`src/rtl/pa_dst_pkg.sv`:
```
// -----------------------------------------------------------------------------
// pa_dst_pkg
// Shared types and helpers for the PE-array result write-back engine.
//   state_t       : writer FSM encoding (IDLE / RUN / DRAIN)
//   TILE_LEN_DEF  : default results per tile (4-bit producer result index)
//   INT8_MIN/MAX  : saturation bounds for the optional requantiser
//   requant()     : arithmetic shift with round-half-up, clamped to int8 and
//                   sign-extended back to 32 bits
// Optional feature macro referenced by users of this package: PA_DST_REQUANT_EN
// -----------------------------------------------------------------------------
package pa_dst_pkg;

    typedef enum logic [1:0] {
        IDLE  = 2'b00,
        RUN   = 2'b01,
        DRAIN = 2'b10
    } state_t;

    localparam int TILE_LEN_DEF = 16;

    localparam logic signed [31:0] INT8_MIN = -32'sd128;
    localparam logic signed [31:0] INT8_MAX = 32'sd127;

    // Round half up: add half an LSB of the shifted result before the
    // arithmetic shift. One guard bit keeps the addition from overflowing.
    function automatic logic signed [31:0] requant(input logic signed [31:0] x,
                                                   input logic [4:0]         sh);
        logic signed [32:0] ext;
        logic signed [32:0] half;
        logic signed [32:0] q;
        ext  = {x[31], x};
        half = (sh == 5'd0) ? 33'sd0 : (33'sd1 <<< (sh - 5'd1));
        q    = (ext + half) >>> sh;
        if (q > 33'sd127) begin
            return INT8_MAX;
        end
        if (q < -33'sd128) begin
            return INT8_MIN;
        end
        return q[31:0];
    endfunction

endpackage

```
`src/rtl/pa_dst_fifo.sv`:
```
// -----------------------------------------------------------------------------
// pa_dst_fifo
// Synchronous FIFO holding {address, data} write requests.
// Storage is not reset; only pointers and occupancy are.
// Ports:
//   clk, rst_n : clock, asynchronous active-low reset
//   push, pop  : enqueue din / dequeue head (ignored when full / empty)
//   din, dout  : entry in, head entry out (valid when !empty)
//   full, empty, count : occupancy status (count is one bit wider than ptrs)
// -----------------------------------------------------------------------------
module pa_dst_fifo #(
    parameter int DEPTH = 4,
    parameter int WIDTH = 64
) (
    input  logic                     clk,
    input  logic                     rst_n,
    input  logic                     push,
    input  logic                     pop,
    input  logic [WIDTH-1:0]         din,
    output logic [WIDTH-1:0]         dout,
    output logic                     full,
    output logic                     empty,
    output logic [$clog2(DEPTH):0]   count
);

    localparam int PW = $clog2(DEPTH);
    localparam logic [PW-1:0] PTR_ONE  = PW'(1);
    localparam logic [PW:0]   CNT_ONE  = (PW+1)'(1);
    localparam logic [PW:0]   CNT_FULL = (PW+1)'(DEPTH);

    logic [WIDTH-1:0] mem [DEPTH];
    logic [PW-1:0]    wr_ptr;
    logic [PW-1:0]    rd_ptr;
    logic             do_push;
    logic             do_pop;

    assign full    = (count == CNT_FULL);
    assign empty   = (count == '0);
    assign do_push = push && !full;
    assign do_pop  = pop && !empty;
    assign dout    = mem[rd_ptr];

    // Pointers wrap naturally at DEPTH (power of two).
    always_ff @(posedge clk or negedge rst_n) begin
        if (!rst_n) begin
            wr_ptr <= '0;
            rd_ptr <= '0;
            count  <= '0;
        end else begin
            if (do_push) begin
                wr_ptr <= wr_ptr + PTR_ONE;
            end
            if (do_pop) begin
                rd_ptr <= rd_ptr + PTR_ONE;
            end
            case ({do_push, do_pop})
                2'b10:   count <= count + CNT_ONE;
                2'b01:   count <= count - CNT_ONE;
                default: count <= count;
            endcase
        end
    end

    always_ff @(posedge clk) begin
        if (do_push) begin
            mem[wr_ptr] <= din;
        end
    end

endmodule

```
`src/rtl/pa_dst_writer.sv`:
```
// -----------------------------------------------------------------------------
// pa_dst_writer
// Result write-back engine: accepts TILE_LEN results per tile from the PE-array
// controller, buffers {addr, data} in a FIFO and drains it to memory.
// Ports:
//   clk, rst_n              : clock, asynchronous active-low reset
//   start, num_tiles,
//   base_addr               : job start (IDLE only), tile count (0 -> 1), base
//   dst_wr_rdy / dst_wr_acq : producer handshake, dst_data / dst_offset payload
//   mem_wr_valid / _ready   : memory write handshake, mem_wr_addr / mem_wr_data
//   tile_done, job_done     : one-cycle completion pulses
//   busy                    : high outside IDLE
// Optional feature: define PA_DST_REQUANT_EN to add dst_shift (int8 requant,
// byte addressing) and mem_wr_strb (one-hot byte strobe).
// -----------------------------------------------------------------------------
module pa_dst_writer
    import pa_dst_pkg::*;
#(
    parameter int FIFO_DEPTH = 4,
    parameter int TILE_LEN   = TILE_LEN_DEF,
    parameter int ADDR_W     = 32
) (
    input  logic              clk,
    input  logic              rst_n,
    input  logic              start,
    input  logic [15:0]       num_tiles,
    input  logic [ADDR_W-1:0] base_addr,
`ifdef PA_DST_REQUANT_EN
    input  logic [4:0]        dst_shift,
`endif
    input  logic              dst_wr_rdy,
    output logic              dst_wr_acq,
    input  logic [31:0]       dst_data,
    input  logic [31:0]       dst_offset,
    output logic              mem_wr_valid,
    input  logic              mem_wr_ready,
    output logic [ADDR_W-1:0] mem_wr_addr,
    output logic [31:0]       mem_wr_data,
`ifdef PA_DST_REQUANT_EN
    output logic [3:0]        mem_wr_strb,
`endif
    output logic              tile_done,
    output logic              job_done,
    output logic              busy
);

    localparam int CW = $clog2(FIFO_DEPTH) + 1;
    localparam int EW = $clog2(TILE_LEN);
    localparam int FW = ADDR_W + 32;
    localparam logic [CW-1:0] CNT_FULL  = CW'(FIFO_DEPTH);
    localparam logic [EW-1:0] ELEM_LAST = EW'(TILE_LEN - 1);
    localparam logic [EW-1:0] ELEM_ONE  = EW'(1);

    state_t            state;
    logic [15:0]       num_tiles_q;
    logic [15:0]       tile_cnt;
    logic [EW-1:0]     elem_cnt;
    logic [ADDR_W-1:0] base_q;
    logic              in_xfer;
    logic              mem_xfer;
    logic              fifo_full;
    logic              fifo_empty;
    logic [CW-1:0]     fifo_count;
    logic [FW-1:0]     fifo_din;
    logic [FW-1:0]     fifo_dout;
    logic [ADDR_W-1:0] push_addr;
    logic [31:0]       push_data;

    // Acceptance looks only at the registered occupancy, so a pop in the
    // same cycle never frees a slot for the current push.
    assign dst_wr_acq = (state == RUN) && (fifo_count < CNT_FULL);
    assign in_xfer    = dst_wr_rdy && dst_wr_acq;
    assign mem_xfer   = mem_wr_valid && mem_wr_ready;
    assign busy       = (state != IDLE);

`ifdef PA_DST_REQUANT_EN
    logic [4:0] shift_q;

    always_ff @(posedge clk) begin
        if (state == IDLE && start) begin
            shift_q <= dst_shift;
        end
    end

    assign push_addr = base_q + ADDR_W'(dst_offset);
    assign push_data = requant(dst_data, shift_q);
`else
    logic [33:0] offset_bytes;

    assign offset_bytes = {dst_offset, 2'b00};
    assign push_addr    = base_q + ADDR_W'(offset_bytes);
    assign push_data    = dst_data;
`endif

    assign fifo_din = {push_addr, push_data};

    pa_dst_fifo #(
        .DEPTH (FIFO_DEPTH),
        .WIDTH (FW)
    ) u_fifo (
        .clk   (clk),
        .rst_n (rst_n),
        .push  (in_xfer && !fifo_full),
        .pop   (mem_xfer),
        .din   (fifo_din),
        .dout  (fifo_dout),
        .full  (fifo_full),
        .empty (fifo_empty),
        .count (fifo_count)
    );

    // FIFO storage is not reset, so the head is masked to read 0 when empty.
    assign mem_wr_valid = !fifo_empty;
    assign mem_wr_addr  = fifo_empty ? '0 : fifo_dout[FW-1:32];
    assign mem_wr_data  = fifo_empty ? '0 : fifo_dout[31:0];
`ifdef PA_DST_REQUANT_EN
    assign mem_wr_strb  = fifo_empty ? 4'b0000 : (4'b0001 << mem_wr_addr[1:0]);
`endif

    always_ff @(posedge clk) begin
        if (state == IDLE && start) begin
            base_q <= base_addr;
        end
    end

    always_ff @(posedge clk or negedge rst_n) begin
        if (!rst_n) begin
            state       <= IDLE;
            num_tiles_q <= '0;
            tile_cnt    <= '0;
            elem_cnt    <= '0;
            tile_done   <= 1'b0;
            job_done    <= 1'b0;
        end else begin
            tile_done <= 1'b0;
            job_done  <= 1'b0;
            case (state)
                IDLE: begin
                    if (start) begin
                        num_tiles_q <= (num_tiles == 16'd0) ? 16'd1 : num_tiles;
                        tile_cnt    <= '0;
                        elem_cnt    <= '0;
                        state       <= RUN;
                    end
                end
                RUN: begin
                    if (in_xfer) begin
                        if (elem_cnt == ELEM_LAST) begin
                            elem_cnt <= '0;
                            state    <= DRAIN;
                        end else begin
                            elem_cnt <= elem_cnt + ELEM_ONE;
                        end
                    end
                end
                DRAIN: begin
                    // Empty FIFO means no write is pending on the memory port.
                    if (fifo_empty) begin
                        tile_done <= 1'b1;
                        tile_cnt  <= tile_cnt + 16'd1;
                        if (tile_cnt + 16'd1 == num_tiles_q) begin
                            job_done <= 1'b1;
                            state    <= IDLE;
                        end else begin
                            state <= RUN;
                        end
                    end
                end
                default: state <= IDLE;
            endcase
        end
    end

endmodule

```
`config.mk`:
```
export PLATFORM = sky130hd
export DESIGN_NAME = pa_dst_writer
export DESIGN_NICKNAME = d
export VERILOG_FILES = /design/src/rtl/pa_dst_pkg.sv /design/src/rtl/pa_dst_fifo.sv /design/src/rtl/pa_dst_writer.sv
export SDC_FILE = /design/constraint.sdc
export NUM_CORES = 1
export LEC_CHECK = 0
export BUFFER_PORTS_ARGS = -buffer_cell sky130_fd_sc_hd__buf_2
export CAP_MARGIN = 10
export CORE_MARGIN = 4
export CORE_UTILIZATION = 60
export CTS_BUF_LIST = sky130_fd_sc_hd__clkbuf_2
export DETAILED_ROUTE_END_ITERATION = 12
export PLACE_DENSITY = 0.82
export REMOVE_ABC_BUFFERS = 1
export SYNTH_ARGS = -nofsm -noshare
export SYNTH_HDL_FRONTEND = slang
export SYNTH_SLANG_ARGS = --single-unit
```
`constraint.sdc`:
```
create_clock -name clk -period 4.8 [get_ports clk]
set_input_delay 0.96 -clock clk [delete_from_list [all_inputs] [get_ports clk]]
set_output_delay 0.96 -clock clk [all_outputs]
set_load 0.02 [all_outputs]
```
==> results_dict.tcl <==
set metrics [dict create \
    timing.final.ws_setup_ns 0.9018 \
    cts-resized-gates 0 \
    tightest_slew_ns 1.062 \
    slew_headroom_pct 29.21 \
    fin_nets 1329 \
    min_period_ns 3.898 \
    io_pins 186 \
    totalWireLength_um 29590 \
    syn-mean-instance-area_um2 15.71 \
    post_cts_buffers 0 \
    tns_ns 0 \
    grtUsageTotal_pct 21.95 \
    status "finished clean" \
    first_pass_iters 5 \
    netlist_instances 937 \
    async_flop_share_pct 14.03 \
    drtAntennaViolNets 0 \
    cp.arrival_ns 2.94 \
    die_w_um 164.6 \
    dieHeight_um 164.6 \
    ctsHoldBuffers 0 \
    cts_sinks 335 \
    rsz0062_at_grt "false" \
    dpl.cell_count 1413 \
    path_max_fanout 23 \
    ys_seq_area_share_pct 66.74 \
    antenna_found_initial 7 \
    yosys-top-cells-area "edfxtp_1 (59%), mux4_2 (9.8%), dfrtp_1 (8.0%)" \
    drive_gt1_share_pct 32.64 \
    areaGrowthSynthToFinish_pct 13.84 \
    rows 57 \
    finalCritPeriodShare_pct 81.21 \
    total_power_w 0.009071 \
    grt_first_pass_wirelength_um 45940 \
    cts_buffers 83 \
    grt_overflow 0 \
    irDropWorstVdd_uv 276.8 \
    cts_root_buffer "clkbuf_2" \
    synth-edff-count 288 \
    cts.htree.levels 3 \
    critPathLaunchType "register" \
    grt_pass1_vias 9142 \
    via_count 8764 \
    synth_warnings 0 \
    grt_max_degree 69 \
    finClkSkew_ns 0.07619 \
    cp-end-kind "primary output" \
    final_cells 1571 \
    synth_cell_types 65 \
    hp-class "in -> reg" \
    clkSlewWorstSetupHoldPaths_ns 0.12 \
    gp_congestion 0.9119 \
    setup_viol 0 \
    crit_required_ns 3.84 \
    die-area_mm2 0.02710 \
    portBuffers 183 \
    synth_ff_type "edfxtp_1" \
    start_util_pct 60.71 \
    core_area_mm2 0.02425 \
    maxCapViolations 0 \
    report.final.hold_viol_count 0 \
    pwr_density_cell_mw_per_mm2 541.3 \
    insertion_delay_ns 0.87 \
    via_per_inst 5.579 \
    yosysTopAreaCell "edfxtp_1" \
    synth_top_area_share_pct 58.75 \
    p_leak_nw 6.430 \
    synth-seq-cells 335 \
    place_ws_ns 1.308 \
    wire_per_inst_um 18.84 \
    final-max-slew-violation-count 0 \
    critical_path_class "reg -> out" \
    tritoncts "done" \
    drt_iter0_drc 685 \
    drcViolationCount 0 \
    netlist_area_mm2 0.01472 \
    hpwlAfterDp_um 18590 \
    cts_buffer_depth 3 \
    max_freq_ghz 0.2565 \
]
[power breakdown]
group	switching (W)	internal, W	total [W]
Combinational	0.00174	0.00139	0.00313
Clock	0.00113	0.000743	0.00187
Sequential	0.000352	0.00372	0.00407
[registers in the layout, summed over array words and instances (netlist names)]
| register | flops |
|---|---|
| job_done | 1 |
| u_fifo.count | 3 |
| num_tiles_q | 16 |
| base_q | 32 |
| u_fifo.rd_ptr | 2 |
| tile_done | 1 |
| u_fifo.mem | 256 |
| state | 2 |
| elem_cnt | 4 |
| u_fifo.wr_ptr | 2 |
| tile_cnt | 16 |
[cell type report]
| type | instances | area [um2] |
|---|---|---|
| tap | 324 | 405.4 |
| timing repair buffer | 187 | 958.4 |
| antenna | 3 | 7.507 |
| sequential | 335 | 9832 |
| inverter | 16 | 60.06 |
| clock buffer | 120 | 600.6 |
| fill | 1680 | 7491 |
| multi-input combinational | 551 | 4710 |
| clock inverter | 35 | 183.9 |
[worst max-delay path, stage by stage (launching register included)]
cell     delay [ns]
dfrtp_4        0.75
buf_4          0.42
mux4_2         0.57
and2_1         0.17
buf_2          0.15
[placed cells by master (no fill, tap or decap), drive strengths merged, types with 2 or more instances in the layout]
master,netlist,layout
xor2,20,20
edfxtp,288,288
clkbuf,18,120
and2,72,72
clkinv,1,31
nor4,5,5
a211o,2,2
nand3,14,14
nor2b,6,6
dfrtp,47,47
a22o,2,2
o32ai,2,2
nor2,30,30
nor3,8,8
nand2b,4,4
xnor2,39,39
a21o,22,22
nand4,2,2
and3,11,11
a211oi,4,4
o211ai,6,6
fa,2,2
diode,0,3
ha,36,36
a41oi,2,2
a21oi,36,36
o31ai,7,7
inv,15,18
nand2,86,86
buf,17,187
a221o,2,2
o21bai,4,4
o21ai,38,38
a31oi,9,9
mux4,64,64
o21a,2,2
[cell families after synthesis]
family	count (synthesis)	synth area share, %
muxes	66	9.936
DFF	335	66.74
and+or+nand+nor	242	8.245
AOI/OAI and AO/OA	146	6.834
buffers and inverters	51	1.402
xor gates and xnor gates	59	3.510
adders and majority gates	38	3.332
[per-layer routing]
layer  GRT usage (%)  up-vias  part of all wire (%)
met1           28.53     4272                    41
li1                -     4135                     -
met4           7.750        8                   2.0
met3           6.314       57                   7.9
met2           35.86      292                    49
met5               0        -                  0.19
[final timing paths]
check | cells past startpoint | endpoint | slack, ns | startpoint
min in group asynchronous | 1 | elem_cnt[2] | 0.28 | rst_n
max in group asynchronous | 1 | u_fifo.rd_ptr[0] | 3.75 | rst_n
setup / recovery | 4 | mem_wr_addr[3] | 0.90 | u_fifo.rd_ptr[0]
hold reg to reg | 1 | elem_cnt[3] | 0.49 | elem_cnt[3]
hold / removal | 1 | base_q[23] | 0.26 | base_addr[23]
setup reg to reg | 10 | u_fifo.mem[0][62] | 2.03 | base_q[2]
[synth_stat cells, types with 5 or more instances]
cell      instances
edfxtp_1        288
nand2_1          86
and2_1           71
mux4_2           64
dfrtp_1          47
xnor2_1          39
ha_1             36
a21oi_1          34
o21ai_0          32
nor2_1           28
a21o_1           21
xor2_1           20
clkbuf_1         18
nand3_1          13
inv_1            12
and3_1           10
buf_2             9
a31oi_1           8
nor3_1            8
buf_1             7
nor2b_1           6
nor4_1            5
o211ai_1          5
o31ai_1           5
[through the flow]
step	utilization, %	hold WS, ns	instance area [um2]
final	69.11	0.2568	16760
after floorplan	-	0.4476	14570
after CTS	69.08	0.1678	16750
after global routing	69.11	0.1581	16760
after global placement	65.84	0.4662	15970
after detailed placement	65.84	0.4747	15970
Note: power is estimated with default switching activity, not from simulation.
